File: config.mk
export PLATFORM = sky130hd
export DESIGN_NAME = dds_phase_gen
export DESIGN_NICKNAME = d
export VERILOG_FILES = /design/src/rtl/dds_phase_gen.sv
export SDC_FILE = /design/constraint.sdc
export NUM_CORES = 1
export LEC_CHECK = 0
export BUFFER_PORTS_ARGS = -buffer_cell sky130_fd_sc_hd__buf_4
export CORE_MARGIN = 3
export CORE_UTILIZATION = 60
export CTS_CLUSTER_DIAMETER = 120
export DETAILED_ROUTE_END_ITERATION = 10
export GPL_TIMING_DRIVEN = 0
export HOLD_SLACK_MARGIN = 0.08
export PLACE_DENSITY = 0.86
export SYNTH_ARGS = -nofsm -noshare
export SYNTH_HDL_FRONTEND = slang
export SYNTH_SLANG_ARGS = --single-unit
File: constraint.sdc
create_clock -name clk -period 6.3 [get_ports clk]
set_input_delay 0.945 -clock clk [delete_from_list [all_inputs] [get_ports clk]]
set_output_delay 0.945 -clock clk [all_outputs]
set_load 0.03 [all_outputs]
File: src/rtl/dds_phase_gen.sv
// dds_phase_gen: phase-accumulator front end for the sine_func lookup stage.
//
// A prescaler produces a sample tick every div+1 enabled clocks. On each tick
// the tuning word is added to the phase accumulator. The top PHASE_W bits plus
// poff are presented on x, with a one-clock x_stb pulse. y_stb repeats x_stb
// SINE_LAT clocks later, which is when sine_func's y output is valid.
//
// Tuning words enter through a valid/ready handshake into a single pending
// buffer. They are promoted to the active word only on a tick, so the
// frequency changes on sample boundaries.
//
// Optional build macro DDS_SWEEP_EN adds a linear frequency sweep engine.
//
// Ports:
//   clk, rst      clock, synchronous active-high reset
//   en            run enable; 0 freezes prescaler and accumulator
//   div           prescaler divide value (tick every div+1 clocks)
//   ftw_in/ftw_valid/ftw_ready   tuning-word handshake
//   poff          phase offset added to the output phase (sampled on ticks)
//   sync          clears accumulator and prescaler, suppresses that tick
//   x, x_stb      phase word to sine_func and its update strobe
//   y_stb         sine_func y-valid strobe (x_stb delayed SINE_LAT clocks)
//   wrap          accumulator overflow on this sample
//   sweep_step/sweep_end/sweep_start/sweep_busy/sweep_done  (DDS_SWEEP_EN only)
module dds_phase_gen #(
  parameter int unsigned ACC_W    = 32,
  parameter int unsigned PHASE_W  = 10,
  parameter int unsigned DIV_W    = 16,
  parameter int unsigned SINE_LAT = 2
) (
  input  logic               clk,
  input  logic               rst,
  input  logic               en,
  input  logic [DIV_W-1:0]   div,
  input  logic [ACC_W-1:0]   ftw_in,
  input  logic               ftw_valid,
  output logic               ftw_ready,
  input  logic [PHASE_W-1:0] poff,
  input  logic               sync,
  output logic [PHASE_W-1:0] x,
  output logic               x_stb,
  output logic               y_stb,
  output logic               wrap
`ifdef DDS_SWEEP_EN
  ,
  input  logic [ACC_W-1:0]   sweep_step,
  input  logic [ACC_W-1:0]   sweep_end,
  input  logic               sweep_start,
  output logic               sweep_busy,
  output logic               sweep_done
`endif
);

  logic [ACC_W-1:0]    acc;
  logic [ACC_W-1:0]    ftw_act;
  logic [ACC_W-1:0]    ftw_pend;
  logic                pend_full;
  logic [DIV_W-1:0]    cnt;
  logic [SINE_LAT-1:0] stb_dly;
  logic [ACC_W:0]      acc_sum;
  logic                tick;
  logic                capture;
  logic                promote;
  logic                busy;

`ifdef DDS_SWEEP_EN
  typedef enum logic [1:0] {S_IDLE, S_RUN, S_DONE} sweep_state_t;
  sweep_state_t   state, state_nxt;
  logic [ACC_W:0] sweep_sum;
  logic           sweep_hit;

  always_ff @(posedge clk) begin
    if (rst) state <= S_IDLE;
    else     state <= state_nxt;
  end

  always_comb begin
    state_nxt = state;
    sweep_sum = {1'b0, ftw_act} + {1'b0, sweep_step};
    sweep_hit = (sweep_sum >= {1'b0, sweep_end});
    case (state)
      S_IDLE:  if (sweep_start) state_nxt = S_RUN;
      S_RUN:   if (tick && sweep_hit) state_nxt = S_DONE;
      S_DONE:  state_nxt = S_IDLE;
      default: state_nxt = S_IDLE;
    endcase
  end

  assign sweep_busy = (state != S_IDLE);
  assign sweep_done = (state == S_DONE);
  assign busy       = sweep_busy;
`else
  assign busy = 1'b0;
`endif

  // sync outranks the prescaler compare, so it also blocks promotion.
  assign tick      = en & (cnt == div) & ~sync;
  assign ftw_ready = ~pend_full & ~rst & ~busy;
  assign capture   = ftw_valid & ftw_ready;
  // A sweep owns ftw_act; a pending word waits until the sweep has finished.
  assign promote   = tick & pend_full & ~busy;
  assign acc_sum   = {1'b0, acc} + {1'b0, ftw_act};
  assign y_stb     = stb_dly[SINE_LAT-1];

  always_ff @(posedge clk) begin
    if (rst) begin
      acc       <= '0;
      cnt       <= '0;
      ftw_act   <= '0;
      ftw_pend  <= '0;
      pend_full <= 1'b0;
      x         <= '0;
      x_stb     <= 1'b0;
      wrap      <= 1'b0;
    end else begin
      if (sync) begin
        acc   <= '0;
        cnt   <= '0;
        x_stb <= 1'b0;
        wrap  <= 1'b0;
      end else if (tick) begin
        cnt   <= '0;
        acc   <= acc_sum[ACC_W-1:0];
        x     <= acc_sum[ACC_W-1 -: PHASE_W] + poff;
        x_stb <= 1'b1;
        wrap  <= acc_sum[ACC_W];
      end else begin
        if (en) cnt <= cnt + 1'b1;
        x_stb <= 1'b0;
        wrap  <= 1'b0;
      end

`ifdef DDS_SWEEP_EN
      if (tick && state == S_RUN)
        ftw_act <= sweep_hit ? sweep_end : sweep_sum[ACC_W-1:0];
      else if (promote)
        ftw_act <= ftw_pend;
`else
      if (promote)
        ftw_act <= ftw_pend;
`endif

      // capture needs an empty buffer and promote a full one, never both.
      if (capture) begin
        ftw_pend  <= ftw_in;
        pend_full <= 1'b1;
      end else if (promote) begin
        pend_full <= 1'b0;
      end
    end
  end

  always_ff @(posedge clk) begin
    if (rst) begin
      stb_dly <= '0;
    end else begin
      stb_dly[0] <= x_stb;
      for (int unsigned i = 1; i < SINE_LAT; i++)
        stb_dly[i] <= stb_dly[i-1];
    end
  end

endmodule

[Word level (Yosys, flattened, before mapping)]
Cells that the tools add are included.
Word-level totals
  logic and storage cells: 30
  register bits: 127
Operators by class
  add/subtract/negate cells: 3
  multiplexer cells: 3
  equal/unequal tests: 1
  reduce and logical (&&, ||, !) cells: 5
  bitwise operators: 9
Operator list (number)
  $add 32x32->33: 1
  $add 16x1->16 const B: 1
  $eq 16x16->1: 1
  $add 10x10->10: 1
  $reduce_or 3->1: 2
  $and 1x1->1: 5
  $not 1->1: 4
  $mux 1: 3
  $reduce_and 2->1: 1
  $reduce_bool 2->1: 1
  $reduce_or 2->1: 1

[Longest topological paths before layout]
Gate-level depths: netlist of run 1.
  word-level depth: 6
  mapped depth: 19
  mapped depth without buffers: 19

[Worst setup path after synthesis of run 1]
Ideal clock, no wire load.
  path kind: flip-flop to flip-flop
  start point: register acc[0]
  end point: register x[9]
  library setup time: 0.132 ns
  required time: 6.168 ns
  slack: 2.392 ns
  stages on the path, launching flop included: 18
  arrival: 3.775 ns
  path through: dfxtp_1 > ha_1 > fa_1 > a21o_1 > nand4_1 > a211oi_1 > o21ai_0 > a31oi_1 > o41ai_1 > xnor2_1 > ha_1 > a21oi_1 > o211ai_1 > a2111oi_0 > or3_1 > nand3_1 > mux2i_1 > nor4_1
Between the ends
  word-level cells in the longest chain between the ends: 2
Ends and longest elaborated chain
  start: declaration: RTL line 54  | logic [ACC_W-1:0] acc;
  start signal: assignment: RTL line 123  | acc <= acc_sum[ACC_W-1:0];
  $add 32x32->33: RTL line 102  | assign acc_sum = {1'b0, acc} + {1'b0, ftw_act};
  named net acc_sum[24]: RTL line 60  | logic [ACC_W:0] acc_sum;
  $add 10x10->10: RTL line 124  | x <= acc_sum[ACC_W-1 -: PHASE_W] + poff;
  end signal: assignment: RTL line 124
  end: declaration: RTL line 40  | output logic [PHASE_W-1:0] x,
The timed path passes the listed nets, and every way through them passes these cells.
A chain may end at the register's enable or synchronous reset.

[Final worst setup path of run 1]
Same ends and word-level chain as after synthesis.

==> results.yml, run 1 <==
status:
  outcome: "complete, no violations"
critical_path:
  end_kind: "flip-flop"
  worstPathArrival_ns: 5.16
  r2r_cells: 17
  r2r_start: "acc[0]"
  cp-start-kind: "flip-flop"
  critPathMaxFanout: 3
  cp_data_required_time_ns: 6.69
  crit_type: "flip-flop to flip-flop"
  startpoint: "acc[0]"
yosys:
  synth-edff-count: 0
  syn-num-nets: 904
  synth-warning-count: 0
  syn_area_um2: 6601
  yosys_most_used_dff: "dfxtp_1"
  synthCells: 797
  yosysSeqAreaShare: 0.3851
  syn_area_per_cell_um2: 8.283
  yosysUniqueCellTypes: 54
  yosys_register_bits: 127
  synthArstFlopShare: 0
global_route:
  grt_usage: 0.2712
  grt_pass1_vias: 5887
  grt_first_pass_wirelength_mm: 27.59
  grt_max_degree: 17
  antenna_found_initial: 0
  grt_remaining_overflow: 0
sta:
  hold_violations: 0
  fin_setup_tns_ns: 0
  finClkSkew_ns: 0.007504
  rsz0062_at_grt: "false"
  fmax_ghz: 0.2098
  final_max_slew_viol_count: 0
  layout_setup_ws_ns: 1.533
  tightest_slew_ns: 0.7834
  fin_crit_ns: 4.767
  slew_headroom: 0.4764
  setup_violations: 0
  worst_hold_slack_ns: 0.4439
  finalCritPeriodShare: 0.7567
placed_design:
  place.gp.congestion: 0.9457
  dp_hpwl_mm: 12.17
  place_ws_ns: 1.663
  io_buffers: 74
min_path:
  holdCritStartpoint: "stb_dly[0]"
  hold_path_class: "flip-flop to flip-flop"
  worstHoldPathCells: 1
detailed_routing:
  vias_per_cell: 5.844
  vias: 6072
  drt_pass1_iterations: 5
  ant_nets: 0
  drc: 0
  wl_mm: 16.50
  drt_iter0_drc: 397
  routedWlPerCell_um: 15.88
die:
  die_h_um: 110.9
  start_util: 0.6282
  ioPinCount: 77
  die_area_um2: 12300
  rows: 37
  die_w_um: 110.9
  core_area_um2: 10510
clock_network:
  cts_buffers: 17
  clk_latency_ns: 0.54
  cts.root.buffer_cell: "clkbuf_8"
  htreeDepth: 4
  cts_max_path_buffers: 2
  cts_hold_buf: 0
  cts.clk_slew.worst_paths_ns: 0.06
  cts_tree: "done"
  cts.sinks: 127
  post-cts-setup-buffer-count: 0
  cts-resized-gates: 0
cells_and_area:
  final_common_cell: "nand2_1"
  nNetsFinal: 997
  seqCellArea_um2: 2542
  n_antenna_cell: 0
  multi_input_area_um2: 3881
  fillCellCount: 726
  finalCoreUtilization: 0.7635
  most-common-layout-cells: "nand2_1 (144), dfxtp_1 (127), buf_4 (74)"
  area_delta_synth_final_pct: 21.55
  drive_above_1_share: 0.1395
power_and_ir_drop:
  leakage_nw: 3.374
  irDropWorstVdd_v: 0.0002270
  finalPower_mw: 2.055
  power_density_nw_per_um2: 256.1
flow_run:
  cap_viol_max_count: 0
-- per-stage QoR --
stage	area [um^2]	instances
6_report	8024	1039
5_1_grt	8024	1039
4_1_cts	8024	1039
3_5_place_dp	7327	1007
3_3_place_gp	7327	1007
2_1_floorplan	6601	797
-- report_power, final --
part | leakage, nW | internal (mW) | switching [mW] | total [mW]
registers | 1.03 | 0.819 | 0.00869 | 0.827
logic | 2.01 | 0.0458 | 0.0483 | 0.0941
clock network | 0.337 | 0.786 | 0.348 | 1.13
total | 3.37 | 1.65 | 0.405 | 2.05
-- flip-flops by register name, indices dropped and copies added, names as in the netlist --
register / count
x: 10
stb_dly: 2
x_stb: 1
wrap: 1
ftw_pend: 32
acc: 32
pend_full: 1
cnt: 16
ftw_act: 32
-- layout make-up --
cell class,count,share of cell area
sequential,127,0.3169
clock inverter,9,0.02495
inverter,8,0.003742
tap,136,0.02121
timing repair buffer,74,0.06923
buffer,35,0.01840
multi-input combinational,627,0.4837
clock buffer,23,0.06191
-- final timing paths --
check          endpoint  slack, ns
max                x[9]       1.53
min reg2reg  stb_dly[1]       0.44
min          stb_dly[1]       0.44
max reg2reg        x[9]       1.53
-- per-layer routing --
layer	track usage	vias to the layer above	part of all wire
li1	-	2950	-
met5	0	-	0
met1	0.3400	2885	0.43
met3	0.05349	34	0.054
met2	0.4539	203	0.49
met4	0.1166	0	0.022
-- worst max-delay path: stages, from the launching register on --
cell and delay, ns:
dfxtp_1 0.32, ha_1 0.25, fa_1 0.41, a21o_1 0.22, nand4_1 0.12, a211oi_1 0.11, o21ai_0 0.35, a31oi_1 0.25
o41ai_1 0.47, xnor2_1 0.22, ha_1 0.32, a21oi_1 0.28, o211ai_1 0.20, a2111oi_0 0.55, or3_1 0.23, nand3_1 0.09
mux2i_1 0.17, nor4_1 0.06
-- cells by family after synthesis --
| group | share of synthesized area |
|---|---|
| AO/OA/AOI/OAI | 0.1818 |
| XOR/XNOR | 0.08757 |
| adder cells (fa/ha/maj) | 0.08567 |
| buffers and inverters | 0.02691 |
| flip-flops | 0.3851 |
| multiplexers | 0.02142 |
| AND/OR/NAND/NOR | 0.2115 |
-- Yosys cell counts (4+ instances only) --
library cell    n  area (um^2)
inv_1           8        30.03
nor2b_1         6        37.54
o21ai_0        58        290.3
xnor2_1        35        306.5
a31o_2          4        35.03
nor2_1         60        225.2
buf_2           7        35.03
xor2_1         31        271.5
a21oi_1        68        340.3
nand2_1       144        540.5
o211ai_1        4        30.03
dfxtp_1       127         2542
nand4_1         5        31.28
o21bai_1        7        52.55
nor3_1         12        60.06
a21o_1         18        135.1
and3_1          6        37.54
nand3_1        18        90.09
ha_1           42        525.5
mux2i_1        13        130.1
nand2b_1       38        237.7
a22o_1         12        105.1
clkbuf_1       27        101.4
and2_1          4        25.02
Note: power is estimated with default switching activity, not from simulation.
==> run 2: changes to the inputs <==
Settings changed: CORE_UTILIZATION 60 to 53, PLACE_DENSITY 0.86 to 0.8.
Clock period 6.3 ns to 4.13 ns, I/O delays scaled along.
==> run 2 against run 1 <==
Net effect: setup slack got worse by 1.4 ns; largest cell class unchanged; clock power increased by 28%; flip-flop and latch count unchanged.
==> results.yml, run 2 (synthesis gave the netlist of run 1 again) <==
global_route:
  grt_first_pass_wirelength_mm: 25.38
  grt_pass1_vias: 5460
  grt_usage: 0.2236
  antenna_found_initial: 0
  grt_max_degree: 17
  grt_remaining_overflow: 0
cells_and_area:
  area_delta_synth_final_pct: 24.41
  most-common-layout-cells: "nand2_1 (144), dfxtp_1 (124), buf_4 (84)"
  final_common_cell: "nand2_1"
  nNetsFinal: 1007
  drive_above_1_share: 0.1785
  fin_area_um2: 8213
  n_antenna_cell: 0
  reg.largest.list: "acc x32, ftw_act x32, ftw_pend x32"
clock_network:
  cts.sinks: 127
  cts.clk_slew.worst_paths_ns: 0.06
  clk_latency_ns: 0.42
  cts_buffers: 17
  cts_tree: "done"
  cts.root.buffer_cell: "clkbuf_16"
  cts_hold_buf: 0
  htreeDepth: 4
  cts_max_path_buffers: 2
detailed_routing:
  drt_iter0_drc: 402
  ant_nets: 0
  wl_mm: 15.81
  routedWlPerCell_um: 14.62
  vias_per_cell: 5.436
  drc: 0
  drt_pass1_iterations: 5
  vias: 5876
critical_path:
  cp_common_cell: "a21o_1"
  crit_chain: "ha_2, a21o_1, a21o_1, a21o_1, a32oi_4, a31oi_4, o41ai_4, xnor2_2, ha_1, a21oi_2, o211ai_1, a2111oi_2, buf_4, nor3_2, nand3_1, mux2i_1, nor4_1"
  crit_slowest_cell: "a2111oi_2"
  cp-start-kind: "flip-flop"
  end_kind: "flip-flop"
  r2r_start: "acc[11]"
  crit_family: "compound AO/OA/AOI/OAI gates"
  startpoint: "acc[11]"
  worstPathArrival_ns: 4.36
  critPathMaxStageDelay_ns: 0.47
  cp_data_required_time_ns: 4.46
  crit_type: "flip-flop to flip-flop"
  critPathMaxFanout: 6
  worst-path-buf-inv: 1
sta:
  finalCritPeriodShare: 0.9764
  fmax_ghz: 0.2480
  setup_violations: 0
  finClkSkew_ns: 0.009306
  fin_crit_ns: 4.033
  fin_setup_tns_ns: 0
  final_max_slew_viol_count: 0
  tightest_slew_ns: 0.8009
  slew_headroom: 0.4646
  rsz0062_at_grt: "true"
  hold_violations: 0
power_and_ir_drop:
  swShare: 0.2175
  switchingPower_mw: 0.6215
  pwr-share-seq: 0.442
  combPwrFrac: 0.051
  leakage_nw: 3.390
  intPower_mw: 2.236
  irDropWorstVdd_v: 0.0002564
  power.share.clock: 0.507
  power_density_nw_per_um2: 347.9
min_path:
  holdCritStartpoint: "ftw_in[7]"
  hold_path_class: "input pin to flip-flop"
die:
  ioPinCount: 77
  rows: 40
  die_h_um: 117.6
  core_area_um2: 12110
  die_w_um: 117.6
  start_util: 0.5450
  die_area_um2: 13830
status:
  outcome: "complete, no violations"
flow_run:
  cap_viol_max_count: 0
placed_design:
  placement.cell_area_um2: 7367
  io_buffers: 74
  dp_hpwl_mm: 11.29
  place.gp.congestion: 0.9244
## run 2: cell types whose count changed in the layout (fill, tap and decap cells not counted), sizes merged
cell | before | now
buf | 82 | 92
bufinv | 6 | 2
clkinvlp | 2 | 5
clkinv | 1 | 3
clkbuf | 50 | 49
## run 2: area by class of cell
cell class | instances | area (um^2)
buffer | 35 | 147.6
clock buffer | 22 | 464.2
clock inverter | 10 | 112.6
fill | 1033 | 3899
inverter | 8 | 30.03
multi-input combinational | 627 | 4071
sequential | 127 | 2546
tap | 168 | 210.2
timing repair buffer | 84 | 630.6
## run 2: power by group through the flow
stage | registers (mW) | clock network, mW | logic, mW
after global placement | 1.29 | 0 | 0.138
after floorplan | 1.28 | 0 | 0.0710
final | 1.26 | 1.45 | 0.146
after global routing | 1.26 | 1.52 | 0.162
after CTS | 1.26 | 1.46 | 0.143
after detailed placement | 1.29 | 0 | 0.141
## run 2: final timing paths
| path | slack [ns] | to | cells after the start |
|---|---|---|---|
| max | 0.1 | x[9] | 17 |
| min | 0.39 | ftw_pend[7] | 3 |
| max reg2reg | 0.1 | x[9] | 17 |
| min reg2reg | 0.45 | stb_dly[1] | 1 |
## run 2: per-stage QoR
| step | util | total power [mW] | cells | hold WS (ns) | worst slack (ns) |
|---|---|---|---|---|---|
| 2_1_floorplan | - | 1.355 | 797 | 0.4138 | 0.2225 |
| 3_3_place_gp | 0.6083 | 1.425 | 1039 | 0.4157 | -0.3660 |
| 3_5_place_dp | 0.6083 | 1.428 | 1039 | 0.4387 | -0.4447 |
| 4_1_cts | 0.6614 | 2.868 | 1072 | 0.3815 | 0.008387 |
| 5_1_grt | 0.6781 | 2.943 | 1081 | 0.3935 | -0.1140 |
| 6_report | 0.6781 | 2.857 | 1081 | 0.3874 | 0.09745 |
## run 2: worst min-delay path: cells and delay by family
family	cells	cell delay, ns
compound gates	1	0.05
buf+inv	1	0.07
simple gates	1	0.03
## run 2: routing by layer
metal  wire length (um)  GRT usage
met5                  0          0
met4                343    0.09524
met3                742    0.04517
met2               7461     0.3593
met1               7258     0.2931
## run 2: timing repair
item,in CTS,in global routing
endpoints found under the setup margin,2,2
buffers inserted,1,9
resized for setup,13,25
pin swaps,4,27
==> run 3: changes to the inputs <==
Settings changed: ABC_AREA set to 1, CORE_MARGIN 3 to 2, CORE_UTILIZATION 53 to 54, PLACE_DENSITY 0.8 to 0.81.
==> run 3 against run 2 <==
Net effect: critical path depth up 2; sequential power about the same; synthesized cell count up 29%; utilization down 2.5 points; register-to-register slack better by 0.27 ns; die area up 2.7%; highest routed layer unchanged.
==> results.yml, run 3 <==
power_and_ir_drop:
  finalPower_mw: 2.937
  leakage_nw: 4.012
  power_density_nw_per_um2: 343.7
  irDropWorstVdd_v: 0.0003166
yosys:
  synth-warning-count: 0
  yosys.area.top_type: "dfxtp_1"
  synthCells: 1031
  synthArstFlopShare: 0
  ys_top_cells_by_count: "nand2_1 (263), nor2_1 (148), dfxtp_1 (127)"
  synth_top_family_by_area: "simple AND/OR/NAND/NOR gates"
  yosysUniqueCellTypes: 48
  synth_area_leaders: "dfxtp_1 (35%), nand2_1 (14%), nor2_1 (7.8%)"
  syn-num-nets: 1138
  yosys_most_used_dff: "dfxtp_1"
  syn_area_um2: 7163
  synth_most_common_cell: "nand2_1"
  synth-edff-count: 0
  synthAdderAreaFrac: 0.07895
  synth-simple-area-share: 0.2976
  synth_compound_area_frac: 0.1490
  yosys-mux-area-fraction: 0
  yosys_register_bits: 127
  syn_area_per_cell_um2: 6.948
  synth_top_area_frac: 0.3549
  yosysSeqAreaShare: 0.3549
  synthXorXnorAreaFrac: 0.04402
clock_network:
  cts_tree: "done"
  htreeDepth: 4
  cts.root.buffer_cell: "clkbuf_16"
  cts_hold_buf: 0
  cts.sinks: 127
  post-cts-setup-buffer-count: 0
  cts.clk_slew.worst_paths_ns: 0.06
  clk_latency_ns: 0.43
  cts_max_path_buffers: 2
  cts-resized-gates: 0
  cts_buffers: 17
critical_path:
  r2r_setup_slack_ns: 0.37
  crit_type: "flip-flop to flip-flop"
  crit_family: "adder cells"
  critPathMaxFanout: 4
  worst-path-buf-inv: 0
  crit_slowest_cell: "fa_1"
  cp_data_required_time_ns: 4.49
  crit_chain: "ha_1, fa_1, nand2_1, a21oi_1, a21oi_1, o21ai_2, nand2_1, nand2_1, a21oi_1, nand2_1, and2_1, ha_1, fa_1, nand3_1, nand2_1, a21oi_1, o21ai_0, xor2_1, a21oi_1"
  critPathMaxStageDelay_ns: 0.41
  end_kind: "flip-flop"
  cp-start-kind: "flip-flop"
  worstPathArrival_ns: 4.12
flow_run:
  cap_viol_max_count: 0
detailed_routing:
  wl_mm: 17.89
  routedWlPerCell_um: 13.62
  ant_nets: 0
  drt_iter0_drc: 563
  vias_per_cell: 5.180
  drc: 0
  vias: 6806
  drt_pass1_iterations: 5
placed_design:
  place.gp.congestion: 0.9579
  io_buffers: 75
  place_ws_ns: 0.4255
  dp_hpwl_mm: 13.51
sta:
  final_max_slew_viol_count: 0
  finalCritPeriodShare: 0.9107
  hold_violations: 0
  fin_crit_ns: 3.761
  finClkSkew_ns: 0.01305
  fmax_ghz: 0.2659
  rsz0062_at_grt: "false"
  tightest_slew_ns: 0.6785
  worst_hold_slack_ns: 0.3882
  slew_headroom: 0.5477
  setup_violations: 0
  layout_setup_ws_ns: 0.3689
  fin_setup_tns_ns: 0
die:
  rows: 42
  ioPinCount: 77
  start_util: 0.5474
  core_area_um2: 13090
  die_area_um2: 14200
  die_h_um: 119.2
  die_w_um: 119.2
global_route:
  grt_pass1_vias: 6408
  grt_remaining_overflow: 0
  grt_first_pass_wirelength_mm: 29.59
  grt_usage: 0.2604
  grt_max_degree: 17
  antenna_found_initial: 0
cells_and_area:
  final_common_cell: "nand2_1"
  seqCellArea_um2: 2542
  reg.largest.list: "acc x32, ftw_act x32, ftw_pend x32"
  drive_above_1_share: 0.1292
  most-common-layout-cells: "nand2_1 (263), nor2_1 (148), dfxtp_1 (127)"
  n_antenna_cell: 0
  area_delta_synth_final_pct: 19.27
  multi_input_area_um2: 4080
  nNetsFinal: 1232
  fillCellCount: 1176
min_path:
  hold_path_class: "input pin to flip-flop"
status:
  outcome: "complete, no violations"
[run 3: worst paths after layout]
check	endpoint	startpoint	cells past startpoint
worst min register to register	stb_dly[1]	stb_dly[0]	2
worst min-delay path	ftw_pend[19]	ftw_in[19]	3
worst max register to register	x[6]	acc[0]	19
worst max-delay path	x[6]	acc[0]	19
[run 3: layout make-up]
type	count	area share
inverter	99	0.04350
buffer	30	0.01977
tap	176	0.02578
multi-input combinational	775	0.4776
sequential	127	0.2976
timing repair buffer	75	0.06591
clock inverter	14	0.01845
clock buffer	18	0.05141
[run 3: metrics by stage]
step                      cell area, um^2  utilization  std cells
after global routing                 8543       0.6529       1314
after detailed placement             7946       0.6073       1282
after floorplan                      7163            -       1031
final                                8543       0.6529       1314
after global placement               7946       0.6073       1282
after CTS                            8543       0.6529       1314
[run 3: kinds of logic after synthesis]
logic type | Yosys count
simple gates | 502
compound gates | 193
buf+inv | 129
flops | 127
fa+ha+maj | 44
xor+xnor | 36
[run 3: worst register-to-register path, cell delays in order, from the launching register on]
cell     delay, ns
dfxtp_1       0.31
ha_1          0.24
fa_1          0.39
nand2_1       0.10
a21oi_1       0.13
a21oi_1       0.28
o21ai_2       0.14
nand2_1       0.09
nand2_1       0.14
a21oi_1       0.22
nand2_1       0.09
and2_1        0.18
ha_1          0.23
fa_1          0.41
nand3_1       0.11
nand2_1       0.10
a21oi_1       0.14
o21ai_0       0.10
xor2_1        0.16
a21oi_1       0.14
[run 3: layer usage]
layer | part of all wire | up-vias | GRT usage
met5 | 0 | - | 0
met4 | 0.021 | 0 | 0.09301
met3 | 0.048 | 28 | 0.04646
met2 | 0.46 | 163 | 0.4271
met1 | 0.47 | 3056 | 0.3441
li1 | - | 3559 | -
[run 3: report_power, final]
part | internal, mW | switching [mW] | total (mW)
Combinational | 0.0734 | 0.0900 | 0.163
Sequential | 1.25 | 0.0137 | 1.27
Clock | 0.914 | 0.594 | 1.51
